<file path="src/rtl/class_argmax_ctrl.sv">
// class_argmax_ctrl
// Collects one frame of signed class scores from the FC-output stream.
// Scans the frame with one compare per cycle to find the argmax.
// Presents {max, index, err} on a valid/ready result port.

module class_argmax_ctrl #(
  parameter int DATA_WIDTH = 16,
  parameter int N_CLASSES  = 10,
  parameter int IDX_WIDTH  = (N_CLASSES > 1) ? $clog2(N_CLASSES) : 1
) (
  input  logic                  clk,
  input  logic                  rst_n,
  input  logic                  clear,
  input  logic                  s_valid,
  output logic                  s_ready,
  input  logic [DATA_WIDTH-1:0] s_data,
  input  logic                  s_last,
  output logic                  m_valid,
  input  logic                  m_ready,
  output logic [DATA_WIDTH-1:0] m_max,
  output logic [IDX_WIDTH-1:0]  m_index,
  output logic                  m_err,
  output logic                  busy
);

  localparam logic [IDX_WIDTH-1:0] LAST_BEAT = IDX_WIDTH'(N_CLASSES - 1);
  localparam logic [IDX_WIDTH-1:0] IDX_ZERO  = '0;
  localparam logic [IDX_WIDTH-1:0] IDX_ONE   = IDX_WIDTH'(1);

  typedef enum logic [1:0] {
    COLLECT,
    SCAN,
    OUT
  } state_t;

  state_t                       state;
  logic signed [DATA_WIDTH-1:0] score_mem [N_CLASSES];
  logic [IDX_WIDTH-1:0]         cnt;
  logic [IDX_WIDTH-1:0]         ptr;
  logic [IDX_WIDTH-1:0]         last_idx;
  logic [IDX_WIDTH-1:0]         best_idx;
  logic signed [DATA_WIDTH-1:0] best;

  logic                         beat_ok;
  logic                         frame_end;
  logic signed [DATA_WIDTH-1:0] cand;
  logic                         take_cand;
  logic signed [DATA_WIDTH-1:0] scan_best;
  logic [IDX_WIDTH-1:0]         scan_idx;

  // Beat acceptance, frame termination and the single signed compare of the scan.
  // Strict '>' keeps the earlier index on ties.
  always_comb begin
    beat_ok   = s_valid && s_ready;
    frame_end = s_last || (cnt == LAST_BEAT);
    cand      = score_mem[ptr];
    take_cand = cand > best;
    scan_best = take_cand ? cand : best;
    scan_idx  = take_cand ? ptr : best_idx;
  end

  // Score buffer; contents are don't-care after reset so it carries no reset.
  always_ff @(posedge clk) begin
    if (state == COLLECT && beat_ok && !clear) begin
      score_mem[cnt] <= s_data;
    end
  end

  // Control FSM with registered handshake and result outputs.
  always_ff @(posedge clk or negedge rst_n) begin
    if (!rst_n) begin
      state    <= COLLECT;
      cnt      <= '0;
      ptr      <= '0;
      last_idx <= '0;
      best_idx <= '0;
      best     <= '0;
      s_ready  <= 1'b0;
      m_valid  <= 1'b0;
      m_max    <= '0;
      m_index  <= '0;
      m_err    <= 1'b0;
      busy     <= 1'b0;
    end else if (clear) begin
      state   <= COLLECT;
      cnt     <= '0;
      s_ready <= 1'b1;
      m_valid <= 1'b0;
      m_err   <= 1'b0;
      busy    <= 1'b0;
    end else begin
      case (state)
        COLLECT: begin
          s_ready <= 1'b1;
          if (beat_ok) begin
            if (frame_end) begin
              cnt      <= '0;
              last_idx <= cnt;
              best_idx <= '0;
              ptr      <= IDX_ONE;
              m_err    <= !((cnt == LAST_BEAT) && s_last);
              s_ready  <= 1'b0;
              busy     <= 1'b1;
              if (cnt == IDX_ZERO) begin
                best    <= s_data;
                m_max   <= s_data;
                m_index <= '0;
                m_valid <= 1'b1;
                state   <= OUT;
              end else begin
                best  <= score_mem[0];
                state <= SCAN;
              end
            end else begin
              cnt <= cnt + IDX_ONE;
            end
          end
        end

        SCAN: begin
          best     <= scan_best;
          best_idx <= scan_idx;
          if (ptr == last_idx) begin
            m_max   <= scan_best;
            m_index <= scan_idx;
            m_valid <= 1'b1;
            state   <= OUT;
          end else begin
            ptr <= ptr + IDX_ONE;
          end
        end

        OUT: begin
          if (m_ready) begin
            m_valid <= 1'b0;
            m_err   <= 1'b0;
            busy    <= 1'b0;
            s_ready <= 1'b1;
            cnt     <= '0;
            state   <= COLLECT;
          end
        end

        default: begin
          state   <= COLLECT;
          cnt     <= '0;
          m_valid <= 1'b0;
          busy    <= 1'b0;
          s_ready <= 1'b1;
        end
      endcase
    end
  end

endmodule

</file>
<file path="config.mk">
export PLATFORM = sky130hd
export DESIGN_NAME = class_argmax_ctrl
export DESIGN_NICKNAME = d
export VERILOG_FILES = /design/src/rtl/class_argmax_ctrl.sv
export SDC_FILE = /design/constraint.sdc
export NUM_CORES = 1
export LEC_CHECK = 0
export BUFFER_PORTS_ARGS = -buffer_cell sky130_fd_sc_hd__buf_4
export CAP_MARGIN = 15
export CORE_UTILIZATION = 30
export DETAILED_ROUTE_END_ITERATION = 10
export PLACE_DENSITY = 0.5
export SETUP_SLACK_MARGIN = 0.4
export SLEW_MARGIN = 20
export SYNTH_ARGS = -nofsm -noshare
export SYNTH_HDL_FRONTEND = slang
export SYNTH_SLANG_ARGS = --single-unit
</file>
<file path="constraint.sdc">
create_clock -name clk -period 7.55 [get_ports clk]
set_input_delay 0.3775 -clock clk [delete_from_list [all_inputs] [get_ports clk]]
set_output_delay 0.3775 -clock clk [all_outputs]
set_load 0.02 [all_outputs]
</file>
## Yosys cells after proc, flatten, opt, wreduce, memory -nomap -nowiden

Memory sizes are Yosys's and may differ from the RTL's.
Cells that the tools add are included.

- Word-level logic and storage cells: 110
- Memories kept: 1
- Output and inout port bits: 24
- Bits of input ports: 22
- Flip-flop bits (word level): 58
- Bits in writable memories: 160

Memories:

| name | depth | width | rd ports | clocked after Yosys merged registers in | write ports | RTL line | RTL |
|---|---|---|---|---|---|---|---|
| score_mem | 10 | 16 | 2 | 0 | 1 | 37 | `logic signed [DATA_WIDTH-1:0] score_mem [N_CLASSES];` |

- $lt $le $gt $ge: 1
- Multiplexer cells: 57
- Bitwise gates (word level): 1
- Eq/ne operators: 15
- Reduce and logical (&&, ||, !) cells: 21
- Add/sub/neg operators: 2

Operators by type and width:

| operator | count |
|---|---|
| $mux 16 | 8 |
| $pmux 16 s2 | 2 |
| $mux 4 | 14 |
| $pmux 4 s2 | 3 |
| $reduce_and 4->1 | 5 |
| $mux 1 | 18 |
| $gt 16x16->1 | 1 |
| $mux 2 | 6 |
| $ne 3x3->1 const B | 4 |
| $pmux 4 s3 | 1 |
| $ne 2x2->1 const B | 5 |
| $reduce_and 5->1 | 2 |
| $pmux 1 s3 | 3 |
| $add 4x1->4 const B | 2 |
| $pmux 2 s3 | 1 |
| $reduce_and 6->1 | 1 |
| $eq 4x4->1 | 1 |
| $eq 4x4->1 const B | 1 |
| $logic_and 1x1->1 | 4 |
| $logic_not 4->1 | 1 |
| $ne 3x2->1 const B | 1 |
| $reduce_and 3->1 | 1 |
| $reduce_bool 3->1 | 1 |
| $eq 2x1->1 const B | 1 |
| 9 further kinds | 10 |

## Longest topological paths before layout

Gate-level depths: netlist (run 1).

- Depth in word-level cells: 7
- Depth in mapped cells: 14
- Mapped depth without buffers: 11

## Worst setup path before layout (run 1)

OpenSTA, ideal clock, no wires.

- Path type: register to register
- From: register ptr[0]
- To: register best[12]
- Setup time: 0.128 ns
- Path buffers: 3
- Slack: 3.856 ns
- Cell stages (with the launch flop): 15
- Period minus slack after synthesis: 3.694 ns
- Arrival: 3.567 ns
- Required time: 7.422 ns
- Cell sequence: dfrtp_1 buf_4 buf_4 mux4_2 nor2b_1 a211oi_1 a21oi_1 ha_1 and4_1 nand4_1 a21o_1 and4_4 nor4_4 buf_6 mux2_1

- Cells in the longest elaborated chain, start to end: 4

RTL lines:

| element | RTL line | RTL |
|---|---|---|
| start, declared | 39 | `logic [IDX_WIDTH-1:0] ptr;` |
| start signal, assigned | 129 | `ptr <= ptr + IDX_ONE;` |
| $mem_v2 10x16 (*) | -- |  |
| $gt 16x16->1 | 57 | `take_cand = cand > best;` |
| $mux 16 (*) | 58 | `scan_best = take_cand ? cand : best;` |
| $pmux 16 s2 (*) | 92 | `case (state)` |
| end signal, assigned | 105 | `best <= s_data;` |
| end signal, assigned | 111 | `best <= score_mem[0];` |
| end signal, assigned | 121 | `best <= scan_best;` |
| end, declared | 42 | `logic signed [DATA_WIDTH-1:0] best;` |

Every way passes the cells marked *; elsewhere a longest branch is shown, timed or not.
A chain may end at the register's enable or synchronous reset.

## Worst setup path in the final report (run 1)

- From: register ptr[0]
- To: register best[13]

The elaborated chain is that of the path after synthesis.

==> summary.txt, run 1 <==
Placement
  – Quantity of I/O buffers inserted on ports: 45
  – Placer Congestion: 0.847
  – Post-detail-place hpwl: 16000 um
  – Placed cell count: 1140

Global routing
  – Busiest layer in global routing: met2
  – Global-route wire length before repair: 37900 um
  – Initial antenna violation count: 0
  – Global-route usage over all layers: 0.147
  – Met3 Track Usage GR: 0.0172
  – Maximum number of pins on one net before global-route repair: 59
  – Total gr overflow: 0
  – Via count of the first global-routing pass: 6109
  – Met2 Track Usage GR: 0.224
  – Met1 Use GR: 0.222

Worst setup path
  – Nature of the critical path endpoint: register
  – Crit path required time: 7.94 ns
  – Startpoint types: register
  – CP Class: register to register
  – CP Data Arrival Time: 5.27 ns
  – Worst-path fanout max: 22

Min path
  – Hold Crit Class: input port to register

Synth
  – Top_reg_cell synth: edfxtp_1
  – Number of different library cells in the post-synthesis netlist: 62
  – Synth area leader: edfxtp_1
  – Synthesized Nets: 728
  – Count of flip-flops with a built-in enable after synthesis: 160
  – Post-synth ARST share: 0.266
  – Mean instance size in the synthesized netlist: 14.6 um^2
  – Synth warn: 0
  – Share of the synthesized area in the top cell type: 0.482
  – Sequential area share after synthesis: 0.628
  – Syn Inst Count: 685
  – Dominant cell by count in the synthesized netlist: edfxtp_1
  – Flop and latch count out of synthesis: 218
  – Cell area after synthesis: 0.00997 mm^2
  – Commonest cells post-synth: edfxtp_1 (160), dfrtp_1 (58), nand2_1 (46), mux2i_1 (32), mux4_2 (32)
  – Biggest area contributors in the synthesized netlist: edfxtp_1 (48%), dfrtp_1 (15%), mux4_2 (7.2%)

Die
  – IO Pins: 46
  – Core region area: 0.0326 mm^2
  – Cell row count: 66
  – Die Footprint: 0.0340 mm^2
  – Initial Util: 0.306
  – Die Ht: 184 um
  – Horizontal extent of the die: 184 um

Route
  – Post-DR vias/cell: 5.07
  – Post-Route WL: 24400 um
  – Count of unresolved DRC violations after routing: 0
  – Via count: 5997
  – First-pass detailed-route iteration total: 4
  – Final ANT Viol Nets: 0
  – WL/cell: 20.6 um
  – Count of routing violations after the opening detailed-route iteration: 407

Job
  – Number of max-cap violations: 0

STA
  – Final Cycle Share: 0.645
  – Time the worst path needs with I/O delays and setup: 4.87 ns
  – Clock Skew: 0.0234 ns
  – Final hold violation count: 0
  – Worst-margin pin slew: 1.09 ns
  – Count of pins over their slew limit: 0
  – Highest clock rate: 205 MHz
  – Total Neg Setup Slack: 0 ns
  – Hold Slack: 0.130 ns
  – Worst slew margin relative to its limit: 0.270
  – Final setup viols: 0
  – RSZ-0062 raised after global routing: false

Clock network
  – Number of clock sinks seen by CTS: 218
  – Worst-Skew Late Latency: 0.53 ns
  – Clock tree from TritonCTS: yes
  – Post CTS Setup Buffer Count: 0
  – Hold-fix buffers at CTS: 1
  – Clock transition at the registers of the reported paths: 0.06 ns
  – Post-cts repair resize count: 0
  – Max Root-Sink Buffers: 3
  – TritonCTS buffer count: 24
  – Clk root buf: clkbuf_16
  – H-tree levels: 1

Layout
  – Final Net Count: 768
  – Number of standard cells in the final layout excluding fillers: 1184
  – Antenna cells: 0
  – Ratio of cells with drive above 1 in the final layout: 0.193
  – Area added between synthesis and finish: 16.4%
  – Final core area utilization: 0.356

Pwr
  – Static leakage: 4.24 nW
  – VDD IR-drop max: 0.000164 V
  – Power density of the placed cells: 390 mW/mm^2

Status
  – Status: complete, no violations
-- worst max-delay path, stage by stage (launching register included) --
cell,delay (ns)
dfrtp_4,0.69
buf_4,0.45
mux4_2,0.54
nor2b_1,0.14
a211oi_1,0.33
a21oi_1,0.14
ha_1,0.32
and4_1,0.25
nand4_1,0.17
a21o_1,0.23
and4_4,0.30
nor4_4,0.45
buf_4,0.36
mux2_1,0.36
-- sequential cells by signal (all words and copies together), names as in the netlist --
| name | count |
|---|---|
| best | 16 |
| best_idx | 4 |
| busy | 1 |
| cnt | 4 |
| last_idx | 4 |
| m_err | 1 |
| m_index | 4 |
| m_max | 16 |
| m_valid | 1 |
| ptr | 4 |
| s_ready | 1 |
| score_mem | 160 |
| state | 2 |
-- layout make-up --
type / count / area, um^2
flip-flops and latches: 218 / 6260
clock inverters: 17 / 249
multi-input cells: 403 / 3420
well taps: 442 / 553
repair buffers: 58 / 438
fillers: 3109 / 21000
inverters: 20 / 75.1
clock buffers: 26 / 608
-- routing by layer --
layer / vias up / part of all wire
li1: 2765 / -
met1: 3075 / 0.50
met2: 125 / 0.44
met3: 32 / 0.044
met4: 0 / 0.020
met5: - / 0
-- worst paths after layout --
kind | startpoint | to | depth (start not counted) | slack [ns]
worst max-delay path | ptr[0] | best[13] | 13 | 2.68
worst min-delay path | clear | m_err | 2 | 0.13
worst max register to register | ptr[0] | best[13] | 13 | 2.68
worst min register to register | m_index[1] | m_index[1] | 1 | 0.49
max in group asynchronous | rst_n | ptr[0] | 2 | 6.44
min in group asynchronous | rst_n | busy | 2 | 0.49
-- cell usage in the layout, fill, tap and decap left out, types with 3 or more instances in the layout --
cell       instances
a21o_1             3
or3_1              3
nor2_1            13
nor3_1             3
mux2i_1           32
clkinv_2           5
clkbuf_16         24
o311ai_0          16
a211o_1            4
buf_4             57
and3_1             5
and2_1             7
nand4_1            4
a31oi_1            4
nand2_1           46
a211oi_1          18
o211ai_1          18
bufinv_16          6
nand2b_1           4
nand3_1            4
dfrtp_1           57
mux2_1            12
nor4_1             4
o21ai_1           11
ha_1              21
and4_1             3
nor2b_1           19
clkinv_1           3
xnor2_1            6
o21ai_0           31
a22o_1             6
a22oi_1           16
inv_1             20
a21oi_1           26
mux4_2            32
edfxtp_1         160
-- per-stage QoR --
step	setup slack (ns)	instance area, um^2	power [mW]
floorplan	3.86	9970	2.80
global placement	2.70	10700	3.29
detailed placement	2.67	10700	3.29
CTS	2.64	11600	4.57
global route	2.36	11600	4.79
finish	2.68	11600	4.53
-- where the power goes --
group | internal (mW) | switching (mW) | leakage, nW | total, mW
Sequential | 1.42 | 0.146 | 2.19 | 1.57
Clock | 0.788 | 0.481 | 0.418 | 1.27
Combinational | 0.705 | 0.983 | 1.63 | 1.69
Total | 2.92 | 1.61 | 4.24 | 4.53
-- cell families (layout without fill, tap and decap cells) --
group / Yosys count / count (layout) / share of synthesized area
AO/OA/AOI/OAI: 167 / 167 / 0.116
XOR/XNOR: 8 / 8 / 0.00703
adder cells (fa/ha/maj): 21 / 21 / 0.0264
buffers and inverters: 64 / 121 / 0.0299
flip-flops: 218 / 218 / 0.628
multiplexers: 80 / 80 / 0.123
AND/OR/NAND/NOR: 127 / 127 / 0.0697
No activity file was read; power rests on OpenSTA's default activity.
==> run 2: changes to the inputs <==
--- a/config.mk
+++ b/config.mk
@@ -5,6 +5,7 @@
 export SDC_FILE = /design/constraint.sdc
 export NUM_CORES = 1
 export LEC_CHECK = 0
+export ABC_AREA = 1
 export BUFFER_PORTS_ARGS = -buffer_cell sky130_fd_sc_hd__buf_4
 export CAP_MARGIN = 15
 export CORE_UTILIZATION = 30
==> constraint.sdc (replaced) <==
create_clock -name clk -period 5.1 [get_ports clk]
set_input_delay 0.255 -clock clk [delete_from_list [all_inputs] [get_ports clk]]
set_output_delay 0.255 -clock clk [all_outputs]
set_load 0.02 [all_outputs]
==> summary.txt, run 2 <==
Status
  – Status: complete, no violations

Worst setup path
  – Startpoint types: register
  – CP Class: register to register
  – Crit path required time: 5.54 ns (-2.40 ns)
  – Nature of the critical path endpoint: register
  – Worst reg-to-reg setup slack: 1.41 ns (-1.27 ns)
  – CP Data Arrival Time: 4.13 ns (-1.14 ns)
  – Worst-path fanout max: 42 (+91%)

Synth
  – Synthesized Nets: 1162 (+60%)
  – Mean instance size in the synthesized netlist: 9.47 um^2 (-35%)
  – Count of flip-flops with a built-in enable after synthesis: 160 (unchanged)
  – Number of different library cells in the post-synthesis netlist: 34 (-45%)
  – Biggest area contributors in the synthesized netlist: edfxtp_1 (45%), dfrtp_1 (14%), nand2_1 (8.3%)
  – Synth warn: 0 (unchanged)
  – Dominant cell by count in the synthesized netlist: nand2_1
  – Top_reg_cell synth: edfxtp_1
  – Synth area leader: edfxtp_1
  – Flop and latch count out of synthesis: 218 (unchanged)
  – Cell area after synthesis: 0.0106 mm^2 (+6.4%)
  – Share of the synthesized area in the top cell type: 0.453 (-0.0288)
  – Sequential area share after synthesis: 0.590 (-0.0375)
  – Post-synth ARST share: 0.266 (unchanged)
  – Commonest cells post-synth: nand2_1 (235), inv_1 (185), edfxtp_1 (160), nand3_1 (122), nor2_1 (85)
  – Syn Inst Count: 1119 (+63%)

Layout
  – Most common cell after layout, fill and taps aside: nand2_1
  – Area of all sequential standard cells: 0.00626 mm^2 (about the same)
  – Number of inserted filler cells in the final layout: 3483 (+12%)
  – Area of combinational cells with multiple inputs: 0.00335 mm^2 (-2.0%)
  – Number of flip-flops under the largest register name: 160 (unchanged)
  – Final std cell area, no fill: 0.0121 mm^2 (+4.7%)
  – Area added between synthesis and finish: 14.6%
  – Regs by FF count: score_mem (160), best (16), m_max (16)
  – Antenna cells: 0 (unchanged)
  – Commonest cells after routing, fill and taps aside: nand2_1 (235), inv_1 (185), edfxtp_1 (160)
  – Register bank with the most flops: score_mem
  – Ratio of cells with drive above 1 in the final layout: 0.136 (-0.0569)
  – Final Net Count: 1202 (+57%)

Global routing
  – Global-route usage over all layers: 0.155 (+0.00810)
  – Maximum number of pins on one net before global-route repair: 59 (unchanged)
  – Global-route wire length before repair: 43500 um (+15%)
  – Initial antenna violation count: 0 (unchanged)
  – Total gr overflow: 0 (unchanged)
  – Via count of the first global-routing pass: 7614 (+25%)

Route
  – Count of unresolved DRC violations after routing: 0 (unchanged)
  – Final ANT Viol Nets: 0 (unchanged)
  – Via count: 7503 (+25%)
  – WL/cell: 16.7 um (-19%)
  – Count of routing violations after the opening detailed-route iteration: 418 (+2.7%)
  – First-pass detailed-route iteration total: 5 (+1)
  – Post-Route WL: 27300 um (+12%)
  – Post-DR vias/cell: 4.59 (-9.3%)

Pwr
  – Sw Share: 0.424 (+0.0679)
  – Internal power component: 4.04 mW (+38%)
  – Static leakage: 5.31 nW (+25%)
  – Combinational group share of total power: 0.439 (+0.066)
  – Clk network pwr share: 0.239 (-0.041)
  – NetSw: 2.97 mW (+84%)
  – Power density of the placed cells: 577 mW/mm^2 (+48%)
  – VDD IR-drop max: 0.000343 V (+110%)
  – Seq pwr share: 0.322 (-0.025)

Clock network
  – Clock transition at the registers of the reported paths: 0.06 ns (about the same)
  – Post-cts repair resize count: 0 (unchanged)
  – Clk root buf: clkbuf_16
  – H-tree levels: 1 (unchanged)
  – Clock tree from TritonCTS: yes
  – Max Root-Sink Buffers: 3 (unchanged)
  – Number of clock sinks seen by CTS: 218 (unchanged)
  – Worst-Skew Late Latency: 0.53 ns (about the same)
  – TritonCTS buffer count: 25 (+4.2%)

Die
  – Die Footprint: 0.0361 mm^2 (+6.3%)
  – Horizontal extent of the die: 190 um (+3.1%)
  – Initial Util: 0.306 (+0.000549)
  – Cell row count: 68 (+3.0%)
  – IO Pins: 46 (unchanged)
  – Core region area: 0.0346 mm^2 (+6.2%)
  – Die Ht: 190 um (+3.1%)

STA
  – Worst-margin pin slew: 1.07 ns (-0.0230 ns)
  – RSZ-0062 raised after global routing: false
  – Final Cycle Share: 0.724 (+0.0784)
  – Count of pins over their slew limit: 0 (unchanged)
  – Time the worst path needs with I/O delays and setup: 3.69 ns (-1.18 ns)
  – Worst slew margin relative to its limit: 0.285 (+0.0145)
  – Highest clock rate: 271 MHz (+32%)
  – Clock Skew: 0.0185 ns (-0.00488 ns)
  – Final hold violation count: 0 (unchanged)
  – Total Neg Setup Slack: 0 ns (unchanged)
  – Final setup viols: 0 (unchanged)

Job
  – Number of max-cap violations: 0 (unchanged)

Placement
  – Quantity of I/O buffers inserted on ports: 45 (unchanged)
  – Standard cell area after detailed placement: 0.0114 mm^2 (+6.1%)
  – Placer Congestion: 0.809 (-4.4%)
  – Post-detail-place hpwl: 17500 um (+9.3%)

Min path
  – Hold Crit Class: input port to register
==> run 2: cell count changes in the layout (fill, tap and decap cells not counted), sizes merged, moves of 32 or more <==
cell,delta
nand2,+192
inv,+172
nand3,+123
nor2,+77
a21oi,+59
mux2i,-32
mux4,-32
==> run 2: final timing paths <==
check	start	to	cells past startpoint
hold / removal	s_data[2]	score_mem[6][2]	1
max in group asynchronous	rst_n	ptr[0]	2
setup / recovery	ptr[0]	best[14]	19
setup reg to reg	ptr[0]	best[14]	19
min in group asynchronous	rst_n	m_err	2
hold reg to reg	best_idx[1]	best_idx[1]	2
==> run 2: final cells by class <==
class / instances / area share
clock buffers: 39 / 0.0558
clock inverters: 7 / 0.00494
flip-flops and latches: 218 / 0.515
well taps: 455 / 0.0469
multi-input cells: 656 / 0.276
repair buffers: 65 / 0.0414
inverters: 193 / 0.0596
==> run 2: cell families (layout without fill, tap and decap cells) <==
| kind of cell | Yosys count | in the layout | synth area share |
|---|---|---|---|
| AO/OA/AOI/OAI | 142 | 142 | 0.0825 |
| XOR/XNOR | 7 | 7 | 0.00578 |
| adder cells (fa/ha/maj) | 21 | 21 | 0.0248 |
| buffers and inverters | 245 | 304 | 0.0974 |
| flip-flops | 218 | 218 | 0.590 |
| AND/OR/NAND/NOR | 486 | 486 | 0.199 |
==> run 2: critical path, stage by stage, from the launching register on <==
cell and delay (ns):
dfrtp_2 0.58, inv_2 0.11, buf_4 0.43, nand2_1 0.09, nand3_1 0.09, nand3_1 0.16
nand3_1 0.12, nand2_1 0.11, ha_1 0.33, nand2_1 0.07, nand2_1 0.06, nand2_1 0.06
a21oi_1 0.05, nor2_1 0.15, nand2_1 0.08, nand2_2 0.28, nand3_4 0.34, nand2_1 0.15
nand3_1 0.15, o21ai_1 0.18
==> run 2: timing repair <==
item,4_1_cts,5_1_grt
hold buffers,1,0
buffers inserted,0,0
hold endpoints to repair,58,0
==> run 2: power by group through the flow <==
| stage | Clock [mW] | Sequential, mW | Combinational, mW |
|---|---|---|---|
| 2_1_floorplan | 0 | 2.34 | 2.28 |
| 3_3_place_gp | 0 | 2.29 | 3.10 |
| 3_5_place_dp | 0 | 2.29 | 3.12 |
| 4_1_cts | 1.71 | 2.26 | 3.13 |
| 5_1_grt | 1.78 | 2.28 | 3.53 |
| 6_report | 1.67 | 2.26 | 3.08 |
==> run 2: metal layers <==
layer | global-route usage | vias to the layer above | part of all wire
li1 | - | 3739 | -
met1 | 0.200 | 3599 | 0.45
met2 | 0.274 | 125 | 0.50
met3 | 0.0194 | 40 | 0.031
met4 | 0.0400 | 0 | 0.024
met5 | 0 | - | 0
==> run 2: stage by stage <==
| stage | power (mW) | worst slack [ns] | utilization | hold WS [ns] | instances |
|---|---|---|---|---|---|
| after floorplan | 4.61 | 1.89 | - | -0.0406 | 1119 |
| final | 7.00 | 1.41 | 0.351 | 0.0261 | 1633 |
| after global routing | 7.59 | 0.961 | 0.351 | 0.0154 | 1633 |
| after global placement | 5.39 | 1.41 | 0.329 | 0.421 | 1586 |
| after detailed placement | 5.41 | 1.42 | 0.329 | 0.422 | 1586 |
| after CTS | 7.10 | 1.39 | 0.351 | 0.0131 | 1633 |
==> run 3: changes to the inputs <==
--- a/config.mk
+++ b/config.mk
@@ -5,7 +5,7 @@
 export SDC_FILE = /design/constraint.sdc
 export NUM_CORES = 1
 export LEC_CHECK = 0
-export ABC_AREA = 1
+export ABC_AREA = 0
 export BUFFER_PORTS_ARGS = -buffer_cell sky130_fd_sc_hd__buf_4
 export CAP_MARGIN = 15
 export CORE_UTILIZATION = 30
==> constraint.sdc (replaced) <==
create_clock -name clk -period 3.4 [get_ports clk]
set_input_delay 0.17 -clock clk [delete_from_list [all_inputs] [get_ports clk]]
set_output_delay 0.17 -clock clk [all_outputs]
set_load 0.02 [all_outputs]
==> summary.txt, run 3 (synthesis results as in run 1) <==
Clock network
  – H-tree levels: 1 (unchanged)
  – Max Root-Sink Buffers: 3 (unchanged)
  – Worst-Skew Late Latency: 0.52 ns (about the same)
  – Clock transition at the registers of the reported paths: 0.06 ns (about the same)
  – Clock tree from TritonCTS: yes
  – Number of clock sinks seen by CTS: 218 (unchanged)
  – TritonCTS buffer count: 24 (-4.0%)
  – Clk root buf: clkbuf_16

Worst setup path
  – Worst R2R End: best[6]
  – CP Data Arrival Time: 4.20 ns (+0.07 ns)
  – Nature of the critical path endpoint: register
  – Most Frequent Cell on Critical Path: a21oi_2
  – Startpoint types: register
  – Crit path required time: 3.79 ns (-1.75 ns)
  – Reg2reg start: ptr[0]
  – Launching element of the worst setup path: ptr[0]
  – CP Class: register to register
  – Worst-path fanout max: 7 (-83%)
  – Worst reg-to-reg setup slack: -0.41 ns (-1.81 ns)
  – Highest-delay cell along the critical path: dfrtp_4
  – Worst Reg2Reg Path Length in Cells: 15 (-4)
  – Maximum cell stage delay along the critical path: 0.50 ns (-0.08 ns)
  – List of cells traversed by the critical path: buf_12 -> buf_12 -> buf_16 -> buf_4 -> mux4_2 -> a211oi_2 -> a21oi_2 -> ha_1 -> a21oi_2 -> a21o_1 -> buf_4 -> a21oi_2 -> nor4_4 -> buf_6 -> mux2_4

Layout
  – Regs by FF count: score_mem (160), best (16), m_max (16)
  – Register bank with the most flops: score_mem
  – Number of inserted filler cells in the final layout: 3049 (-12%)
  – Final std cell area, no fill: 0.0131 mm^2 (+8.2%)
  – Number of standard cells in the final layout excluding fillers: 1321 (-19%)
  – Final Net Count: 903 (-25%)
  – Most common cell after layout, fill and taps aside: edfxtp_1
  – Area added between synthesis and finish: 31.8%
  – Commonest cells after routing, fill and taps aside: edfxtp_1 (160), buf_4 (141), dfrtp_1 (56)
  – Ratio of cells with drive above 1 in the final layout: 0.353 (+0.217)
  – Number of flip-flops under the largest register name: 160 (unchanged)

Global routing
  – Initial antenna violation count: 1 (+1)
  – Via count of the first global-routing pass: 6936 (-8.9%)
  – Total gr overflow: 0 (unchanged)
  – Global-route usage over all layers: 0.161 (+0.00628)
  – Global-route wire length before repair: 41600 um (-4.4%)
  – Maximum number of pins on one net before global-route repair: 59 (unchanged)

Route
  – First-pass detailed-route iteration total: 5 (unchanged)
  – Count of routing violations after the opening detailed-route iteration: 462 (+11%)
  – Count of unresolved DRC violations after routing: 0 (unchanged)
  – Final ANT Viol Nets: 0 (unchanged)
  – Post-Route WL: 26700 um (-2.3%)
  – WL/cell: 20.2 um (+21%)
  – Post-DR vias/cell: 4.97 (+8.1%)
  – Via count: 6561 (-13%)

STA
  – Hold Slack: 0.0519 ns (+0.0259 ns)
  – Final setup viols: 40 (+40)
  – Highest clock rate: 263 MHz (-3.0%)
  – Worst-case setup margin in the final layout: -0.406 ns (-1.81 ns)
  – Clock Skew: 0.0146 ns (-0.00384 ns)
  – Final Cycle Share: 1.12 (+0.396)
  – Count of pins over their slew limit: 0 (unchanged)
  – Time the worst path needs with I/O delays and setup: 3.81 ns (+0.114 ns)
  – RSZ-0062 raised after global routing: true
  – Worst slew margin relative to its limit: 0.480 (+0.195)
  – Final hold violation count: 0 (unchanged)
  – Worst-margin pin slew: 0.780 ns (-0.291 ns)

Pwr
  – Seq pwr share: 0.289 (-0.033)
  – Static leakage: 5.03 nW (-5.2%)
  – Overall power after layout: 11.9 mW (+70%)
  – Internal power component: 7.68 mW (+90%)
  – NetSw: 4.20 mW (+42%)
  – Sw Share: 0.354 (-0.0701)
  – Power density of the placed cells: 904 mW/mm^2 (+57%)
  – Combinational group share of total power: 0.491 (+0.052)
  – VDD IR-drop max: 0.000388 V (+13%)
  – Clk network pwr share: 0.219 (-0.020)

Placement
  – Post-detail-place hpwl: 17600 um (+0.56%)
  – Standard cell area after detailed placement: 0.0115 mm^2 (+0.54%)
  – Placer Congestion: 0.828 (+2.4%)
  – Quantity of I/O buffers inserted on ports: 45 (unchanged)
  – Worst slack, placed: -0.494 ns (-1.91 ns)
  – Placed cell count: 1223 (-23%)

Min path
  – Worst Hold Path Cells: 4 (+3)
  – Hold Path Sink: state[1]
  – Launch point of the worst hold path: m_ready
  – Hold Crit Class: input port to register

Die
  – IO Pins: 46 (unchanged)
  – Initial Util: 0.306 (-0.000549)
  – Horizontal extent of the die: 184 um (-3.0%)
  – Die Footprint: 0.0340 mm^2 (-5.9%)
  – Die Ht: 184 um (-3.0%)
  – Core region area: 0.0326 mm^2 (-5.8%)
  – Cell row count: 66 (-2.9%)

Status
  – Violations in the final reports: negative setup slack
  – Status: finished, violations left

Job
  – Number of max-cap violations: 0 (unchanged)
run 3: changes by cell type in the layout (fill, tap and decap cells not counted), moves of 32 or more:
cell     previous run  this run
a21oi_1            53        14
mux4_2              0        32
mux2i_1             0        32
nor2_1             85        12
nand3_1           122         4
buf_4              63       141
inv_1             185        20
nand2_1           235        45
run 3: power by group through the flow:
stage	Sequential (mW)	Clock, mW	Combinational (mW)
2_1_floorplan	3.47	0	2.88
3_3_place_gp	3.50	0	4.63
3_5_place_dp	3.50	0	4.65
4_1_cts	3.43	2.67	5.49
5_1_grt	3.48	2.77	6.29
6_report	3.44	2.60	5.84
run 3: stage by stage:
| step | setup TNS, ns | utilization |
|---|---|---|
| 5_1_grt | -19.58 | 0.403 |
| 4_1_cts | -11.36 | 0.397 |
| 3_3_place_gp | -15.62 | 0.351 |
| 3_5_place_dp | -15.57 | 0.351 |
| 6_report | -13.67 | 0.403 |
| 2_1_floorplan | -0.167 | - |
run 3: area by class of cell:
cell class	count	area, um^2	share of cell area
sequential	218	6260	0.476
multi-input combinational	403	3710	0.282
timing repair buffer	193	1750	0.133
clock buffer	27	633	0.0482
tap	442	553	0.0421
clock inverter	17	159	0.0121
inverter	20	75.1	0.00571
antenna	1	2.50	0.000190
run 3: repair_timing:
action	CTS	global route
gates resized for setup	67	17
cloned	2	2
setup buffers	20	9
hold endpoints to repair	223	0
hold buffers	20	0
pin swaps	31	18
setup endpoints to repair	40	40
run 3: worst max path at each step:
stage,to,slack [ns]
2_1_floorplan,best[12],-0.02
6_report,best[6],-0.41
4_1_cts,best_idx[0],-0.35
3_5_place_dp,m_max[0],-0.49
3_3_place_gp,m_max[7],-0.48
5_1_grt,m_max[4],-0.53
run 3: worst max-delay path, delay by kind of cell, from the launching register on:
family	cells	cell delay, ns
adders and majority gates	1	0.36
buffers and inverters	6	0.87
and+or+nand+nor	1	0.35
muxes	2	0.77
AOI/OAI and AO/OA	5	0.83
DFF	1	0.50
run 3: metal layers:
| metal | share of wire | vias up | wire, um | global-route usage |
|---|---|---|---|---|
| li1 | - | 3045 | - | - |
| met4 | 0.022 | 0 | 587 | 0.0473 |
| met2 | 0.46 | 135 | 12400 | 0.259 |
| met1 | 0.48 | 3343 | 12900 | 0.228 |
| met5 | 0 | - | 0 | 0 |
| met3 | 0.031 | 38 | 819 | 0.0200 |
